===== config.mk =====
export PLATFORM = sky130hd
export DESIGN_NAME = gf2m_mod_mult
export DESIGN_NICKNAME = d
export VERILOG_FILES = /design/src/rtl/gf2m_mod_mult.sv
export SDC_FILE = /design/constraint.sdc
export NUM_CORES = 1
export LEC_CHECK = 0
export BUFFER_PORTS_ARGS = -buffer_cell sky130_fd_sc_hd__buf_2
export CELL_PAD_IN_SITES_DETAIL_PLACEMENT = 0
export CELL_PAD_IN_SITES_GLOBAL_PLACEMENT = 2
export CORE_MARGIN = 2
export CORE_UTILIZATION = 36
export DETAILED_ROUTE_END_ITERATION = 7
export PLACE_DENSITY_LB_ADDON = 0.1
export SETUP_SLACK_MARGIN = 0.3
export SLEW_MARGIN = 25
export SYNTH_ARGS = -nofsm -noshare
export SYNTH_HDL_FRONTEND = slang
export SYNTH_SLANG_ARGS = --single-unit

===== constraint.sdc =====
create_clock -name clk -period 2.2 [get_ports clk]
set_input_delay 0.11 -clock clk [delete_from_list [all_inputs] [get_ports clk]]
set_output_delay 0.11 -clock clk [all_outputs]
set_load 0.01 [all_outputs]

===== src/rtl/gf2m_mod_mult.sv =====
// Sequential GF(2^m) unit: MSB-first interleaved multiply, square, or XOR add.
// One operation in flight; valid/ready handshake on both operand and result sides.
module gf2m_mod_mult #(
  parameter int unsigned      WIDTH = 16,
  parameter logic [WIDTH-1:0] POLY  = 16'h002B
) (
  input  logic             clk,
  input  logic             rst_n,
  input  logic             in_valid,
  output logic             in_ready,
  input  logic [1:0]       op,
  input  logic [WIDTH-1:0] A,
  input  logic [WIDTH-1:0] B,
  output logic             out_valid,
  input  logic             out_ready,
  output logic [WIDTH-1:0] S,
  output logic             busy
);

  localparam int unsigned CW = $clog2(WIDTH);

  typedef enum logic [1:0] {StIdle, StCalc, StDone} state_e;

  state_e           state_q, state_d;
  logic [WIDTH-1:0] a_q, b_q, acc_q, s_q;
  logic [CW-1:0]    cnt_q;
  logic [WIDTH-1:0] acc_step;
  logic [WIDTH-1:0] b_sel;
  logic             is_mul;

  function automatic logic [WIDTH-1:0] xtime(input logic [WIDTH-1:0] v);
    xtime = {v[WIDTH-2:0], 1'b0} ^ (v[WIDTH-1] ? POLY : '0);
  endfunction

  // op 00 and 10 run the shift/add loop; 01 and 11 are plain XOR.
  assign is_mul   = ~op[0];
  assign b_sel    = (op == 2'b10) ? A : B;
  assign acc_step = xtime(acc_q) ^ (b_q[cnt_q] ? a_q : '0);
  assign S        = s_q;

  always_ff @(posedge clk or negedge rst_n) begin
    if (!rst_n) begin
      state_q <= StIdle;
    end else begin
      state_q <= state_d;
    end
  end

  always_comb begin
    state_d = state_q;
    unique case (state_q)
      StIdle: if (in_valid) state_d = is_mul ? StCalc : StDone;
      StCalc: if (cnt_q == '0) state_d = StDone;
      StDone: if (out_ready) state_d = StIdle;
      default: state_d = StIdle;
    endcase
  end

  always_comb begin
    in_ready  = (state_q == StIdle);
    out_valid = (state_q == StDone);
    busy      = (state_q == StCalc);
  end

  always_ff @(posedge clk or negedge rst_n) begin
    if (!rst_n) begin
      a_q   <= '0;
      b_q   <= '0;
      acc_q <= '0;
      cnt_q <= '0;
      s_q   <= '0;
    end else begin
      unique case (state_q)
        StIdle: begin
          if (in_valid) begin
            a_q <= A;
            b_q <= b_sel;
            if (is_mul) begin
              acc_q <= '0;
              cnt_q <= CW'(WIDTH - 1);
            end else begin
              acc_q <= A ^ B;
              s_q   <= A ^ B;
            end
          end
        end
        StCalc: begin
          acc_q <= acc_step;
          cnt_q <= cnt_q - CW'(1);
          // S only changes on DONE entry so it holds the last result meanwhile.
          if (cnt_q == '0) s_q <= acc_step;
        end
        default: ;
      endcase
    end
  end

endmodule


After elaboration in Yosys (flattened, before gate mapping)
Index checks and enable logic that the tools add are counted.

Bitwise gates (word level): 3. Div/mod/pow operators: 0. Shift operators: 0. Multiplexer cells: 20. Eq/ne operators: 8. Multipliers: 0. $lt $le $gt $ge: 1. Add/subtract/negate cells: 1. Reductions and logical operators: 8.

Operators by type and width (number): two-way mux 16 bit (7); one-hot mux 16 bit (2 select lines) (2); XOR 16 bit (2); XOR 16 x 6 -> 16 bit (1); two-way mux 2 bit (4); two-way mux 4 bit (2); one-hot mux 4 bit (2 select lines) (1); two-way mux 6 bit (1); inequality test 2 x 1 -> 1 bit, second input constant (3); one-hot mux 2 bit (3 select lines) (1); AND reduction 3 bit (2); less-than comparator 4 x 5 -> 1 bit, second input constant (1); binary-select mux 1 bit (select 4 bit) (1); equality test 2 bit, second input constant (2); logical NOT 4 bit (1); inequality test 2 bit, second input constant (2); AND reduction 2 bit (2); AND reduction 4 bit (1); subtractor 4 x 1 -> 4 bit, second input constant (1); equality test 2 x 1 -> 1 bit, second input constant (1); logical NOT 2 bit (1); nonzero test 2 bit (1); two-way mux 1 bit (1).

Bits of input ports: 38. Output and inout port bits: 19. RAM bits: 0. Memories kept: 0. Flip-flop bits (word level): 70. Bits in latches: 0. ROM bits: 0.

Logic depth before layout (Yosys ltp)
Word-level depth: 6. Depth in mapped cells: 9.

Worst setup path after synthesis
No wires, ideal clock.

Path kind: register -> register. Start point: reg cnt_q[0]. End point: reg s_q[5], in the netlist S[5]. Arrival: 1.836 ns. Setup slack: 0.222 ns. Required time: 2.058 ns. Stages on the path, launching flop included: 9. Path buffers: 1. Cells stage by stage: dfrtp_1 inv_1 ha_1 nand2b_1 or3_1 clkbuf_1 o32a_1 o21ai_1 a31oi_1.

Word-level cells in the longest chain between the ends: 6. Elaborated cells between the ends (all ways): 9.

RTL lines: start, declared (line 26) `logic [CW-1:0] cnt_q;`; start signal, assigned (line 80) `cnt_q <= CW'(WIDTH - 1);`; start signal, assigned (line 89) `cnt_q <= cnt_q - CW'(1);`; binary-select mux 1 bit (select 4 bit) (line 38) `assign acc_step = xtime(acc_q) ^ (b_q[cnt_q] ? a_q : '0);`; two-way mux 1 bit (not written as such) (line 38); two-way mux 16 bit (line 38); XOR 16 bit (line 38); two-way mux 16 bit (line 91) `if (cnt_q == '0) s_q <= acc_step;`; one-hot mux 16 bit (2 select lines) (line 73) `unique case (state_q)`; end signal, assigned (line 83) `s_q <= A ^ B;`; end signal, assigned (line 91); end, declared (line 25) `logic [WIDTH-1:0] a_q, b_q, acc_q, s_q;`.

Parallel ways exist; a longest one is shown, timed or not. The select of a mux whose other input is x is not followed. A chain may end at the register's enable or synchronous reset.

Final worst setup path
Start point: reg cnt_q[1]. End point: reg s_q[14], in the netlist S[14].

The elaborated chain is that of the path after synthesis.

==> flow_summary.ini <==
[run_status]
run_status = finished, final reports clean

[timing]
tightestPinTransition_ns = 0.629
report.final.hold_viol_count = 0
post-route-period-util_pct = 89.9
fin_ws_ns = 0.223
maxSlewViolCount = 0
min_period_ns = 1.98
grt_setup_unrepaired = yes
timing.slew.headroom_pct = 58.1
clock.fmax_ghz = 0.506
setup_viol = 0
finClkSkew_ns = 0.00448

[power_and_ir_drop]
comb_power_share_pct = 52.2
leakage_nw = 2.34
netSwitchingPower_w = 0.00371
p_seq_share_pct = 30.2
p_clk_share_pct = 17.6
intPower_w = 0.00511
vdd.ir_drop.worst_mv = 0.607
netSwitchingFraction_pct = 42.1
power_per_cell_area_nw_per_um2 = 1620

[setup_path]
critPathMaxStageDelay_ns = 0.55
r2r-start = cnt_q[1]
reg2reg_to = S[14]
path_cells = mux4_2 > mux2i_4 > a22o_4 > nor4b_4 > o32a_1
timing.setup.critical_path_class = flop to flop
buffers_plus_inverters_on_the_worst_setup_path = 0
worst_r2r_path_depth = 5
critical_path.top_delay_family = multiplexers
cp_slowest_cell = sky130_fd_sc_hd__mux4_2
setup.worst_path.end_class = flop
worstSetupStartpointType = flop
reg2reg_slack_ns = 0.22
critPathArrivalTime_ns = 2.20
worst_ep_required_time_ns = 2.42
crit_path_max_fanout = 7

[placement]
placedCellCount = 629
detailedPlacementHpwl_um = 8420
numPortBuffers = 56
postPlaceCellArea_um2 = 4660
pre_cts_slack_ns = -0.00725
gpl.final_weighted_congestion = 0.794

[logic_synthesis]
post_synthesis_cell_type_with_the_largest_combined_area = sky130_fd_sc_hd__dfrtp_1
synth_seq_area_share_pct = 42.6
ys_seq_elements = 70
synthFlopType = sky130_fd_sc_hd__dfrtp_1
post_synth_num_cell_types = 52
synthMostInstantiatedCell = sky130_fd_sc_hd__nand2_1
synthCells = 440
synth_area_per_cell_um2 = 9.35
postSynthNetCount = 479
synth_top_cells_by_area = sky130_fd_sc_hd__dfrtp_1 (43%), sky130_fd_sc_hd__nand2_1 (6.9%), sky130_fd_sc_hd__mux2i_1 (5.4%), sky130_fd_sc_hd__xor2_1 (4.0%), sky130_fd_sc_hd__nor2_1 (3.1%)
ys_async_sr_fraction_pct = 100
syn-cell-area_um2 = 4120
yosys_warnings = 0
edff_count_synth = 0
top_cells_by_count_synth = sky130_fd_sc_hd__nand2_1 (76), sky130_fd_sc_hd__dfrtp_1 (70), sky130_fd_sc_hd__nor2_1 (34), sky130_fd_sc_hd__o21ai_0 (24), sky130_fd_sc_hd__mux2i_1 (22)
synth_largest_type_area_fraction_pct = 42.6

[global_route]
grt_busiest_layer = met2
gr-usage-met1_pct = 30.1
grt_pass1_wl_um = 20800
grt_max_degree = 69
track_usage_pct = 21.8
grt_overflow = 0
grt_antenna_before_repair = 0
grt_util_met2_pct = 34.8
grt_met3_use_pct = 3.44
grt_pass1_vias = 3662

[layout]
layout-area-overhead-vs-synth_pct = 32.0
final_cells = 669
fin_area_um2 = 5430
num-nets-final = 560
drive_gt1_share_pct = 31.4
antenna_cells_inserted = 0
post-route-util_pct = 48.2

[drt]
routed-via-count = 3652
routed_via_density = 5.46
detailedRoute.firstIterationViolations = 182
route.final.wire_length_um = 13400
wl_per_cell_um = 20.0
route.antenna.remaining_nets = 0
drt_pre_antenna_iters = 4
drcViolationCount = 0

[floorplan]
placementRows = 39
initial_utilization_pct = 36.5
die_area_um2 = 12300
chipWidth_um = 111
die_h_um = 111
core-area_um2 = 11300
pin_count = 57

[min_path]
hold_path.class = primary input to flop
timing.hold.worst.start = A[3]
worst_hold_path.num_cells = 3
whs_endpoint = a_q[3]

[clocking]
tritoncts = done
cts_sinks = 70
clk_pin_slew_ns = 0.06
htree_num_levels = 3
cts.root.buffer_cell = sky130_fd_sc_hd__clkbuf_16
worstSkewPairLatency_ns = 0.34
max-clock-path-buffers = 2
tritoncts.num_buffers = 9

[flow_run]
max-cap-violations = 0
how the worst max path moves through the flow:
stage               slack [ns]     start        end  depth (start not counted)
detailed placement      -0.007  cnt_q[1]       S[6]                          5
finish                    0.22  cnt_q[1]      S[14]                          5
global placement          0.08  cnt_q[1]  acc_q[15]                          5
CTS                       0.24  cnt_q[0]       S[5]                          8
floorplan                 0.31  cnt_q[1]       S[5]                          9
global route              0.14  cnt_q[1]   acc_q[6]                          7
layout make-up:
| class | count | area (um^2) |
|---|---|---|
| repair buffers | 102 | 782 |
| fillers | 1087 | 5840 |
| well taps | 143 | 179 |
| inverters | 4 | 15.0 |
| flip-flops and latches | 70 | 1750 |
| clock buffers | 13 | 280 |
| multi-input cells | 334 | 2380 |
| clock inverters | 3 | 40.0 |
power groups by stage:
stage	Combinational, W	Clock, W	Sequential (W)
after floorplan	0.00260	0	0.00241
after global placement	0.00356	0	0.00264
after detailed placement	0.00361	0	0.00264
after CTS	0.00414	0.00158	0.00264
after global routing	0.00501	0.00165	0.00275
final	0.00460	0.00155	0.00266
through the flow:
stage | power [W] | setup TNS (ns) | hold slack (ns)
floorplan | 0.00501 | 0 | -0.186
global placement | 0.00620 | 0 | 0.168
detailed placement | 0.00625 | -0.00725 | 0.161
CTS | 0.00837 | 0 | 0.00132
global route | 0.00940 | 0 | 0.0212
finish | 0.00882 | 0 | 0.00647
tightest hold or removal path, cell delays in order:
cell and delay (ns):
sky130_fd_sc_hd__buf_2 0.10, sky130_fd_sc_hd__nand2_1 0.05, sky130_fd_sc_hd__nand2_1 0.05
logic make-up after synthesis:
kind of cell / share of synthesized area (%)
xor gates and xnor gates: 4.26
DFF: 42.6
adders and majority gates: 0.304
and+or+nand+nor: 20.9
AOI/OAI and AO/OA: 20.1
muxes: 8.09
buffers and inverters: 3.74
layer usage:
metal	vias to the layer above	part of all wire, %
met5	-	0
met4	0	1.3
met3	11	4.2
met2	81	47
met1	1801	47
li1	1759	-
sequential cells by signal, summed over array words and instances, names as in the netlist:
signal / count
acc_q: 16
state_q: 2
S: 16
b_q: 16
a_q: 16
cnt_q: 4
placed cells by master, fill, tap and decap left out, drive strengths merged, types with 5 or more instances in the layout:
cell type | Yosys | layout
buf | 11 | 90
nand2 | 77 | 77
dfrtp | 70 | 70
nor2 | 34 | 34
o21ai | 25 | 25
mux2i | 23 | 23
nor2b | 20 | 20
xor2 | 19 | 19
a21oi | 18 | 18
clkbuf | 21 | 15
nand4b | 11 | 11
a221oi | 11 | 11
nor3 | 11 | 11
dlygate4sd3 | 0 | 10
a211oi | 10 | 10
o22ai | 9 | 9
a32oi | 7 | 7
a31oi | 6 | 6
o32a | 6 | 6
nand2b | 5 | 5
a22oi | 5 | 5
timing repair:
action	CTS	global route
setup endpoints to repair	33	35
hold buffers	10	0
pin swaps	10	15
gates cloned	1	2
endpoints found under the hold margin	52	0
setup buffers	8	3
resized for setup	13	35
(Power assumes the default switching activity.)
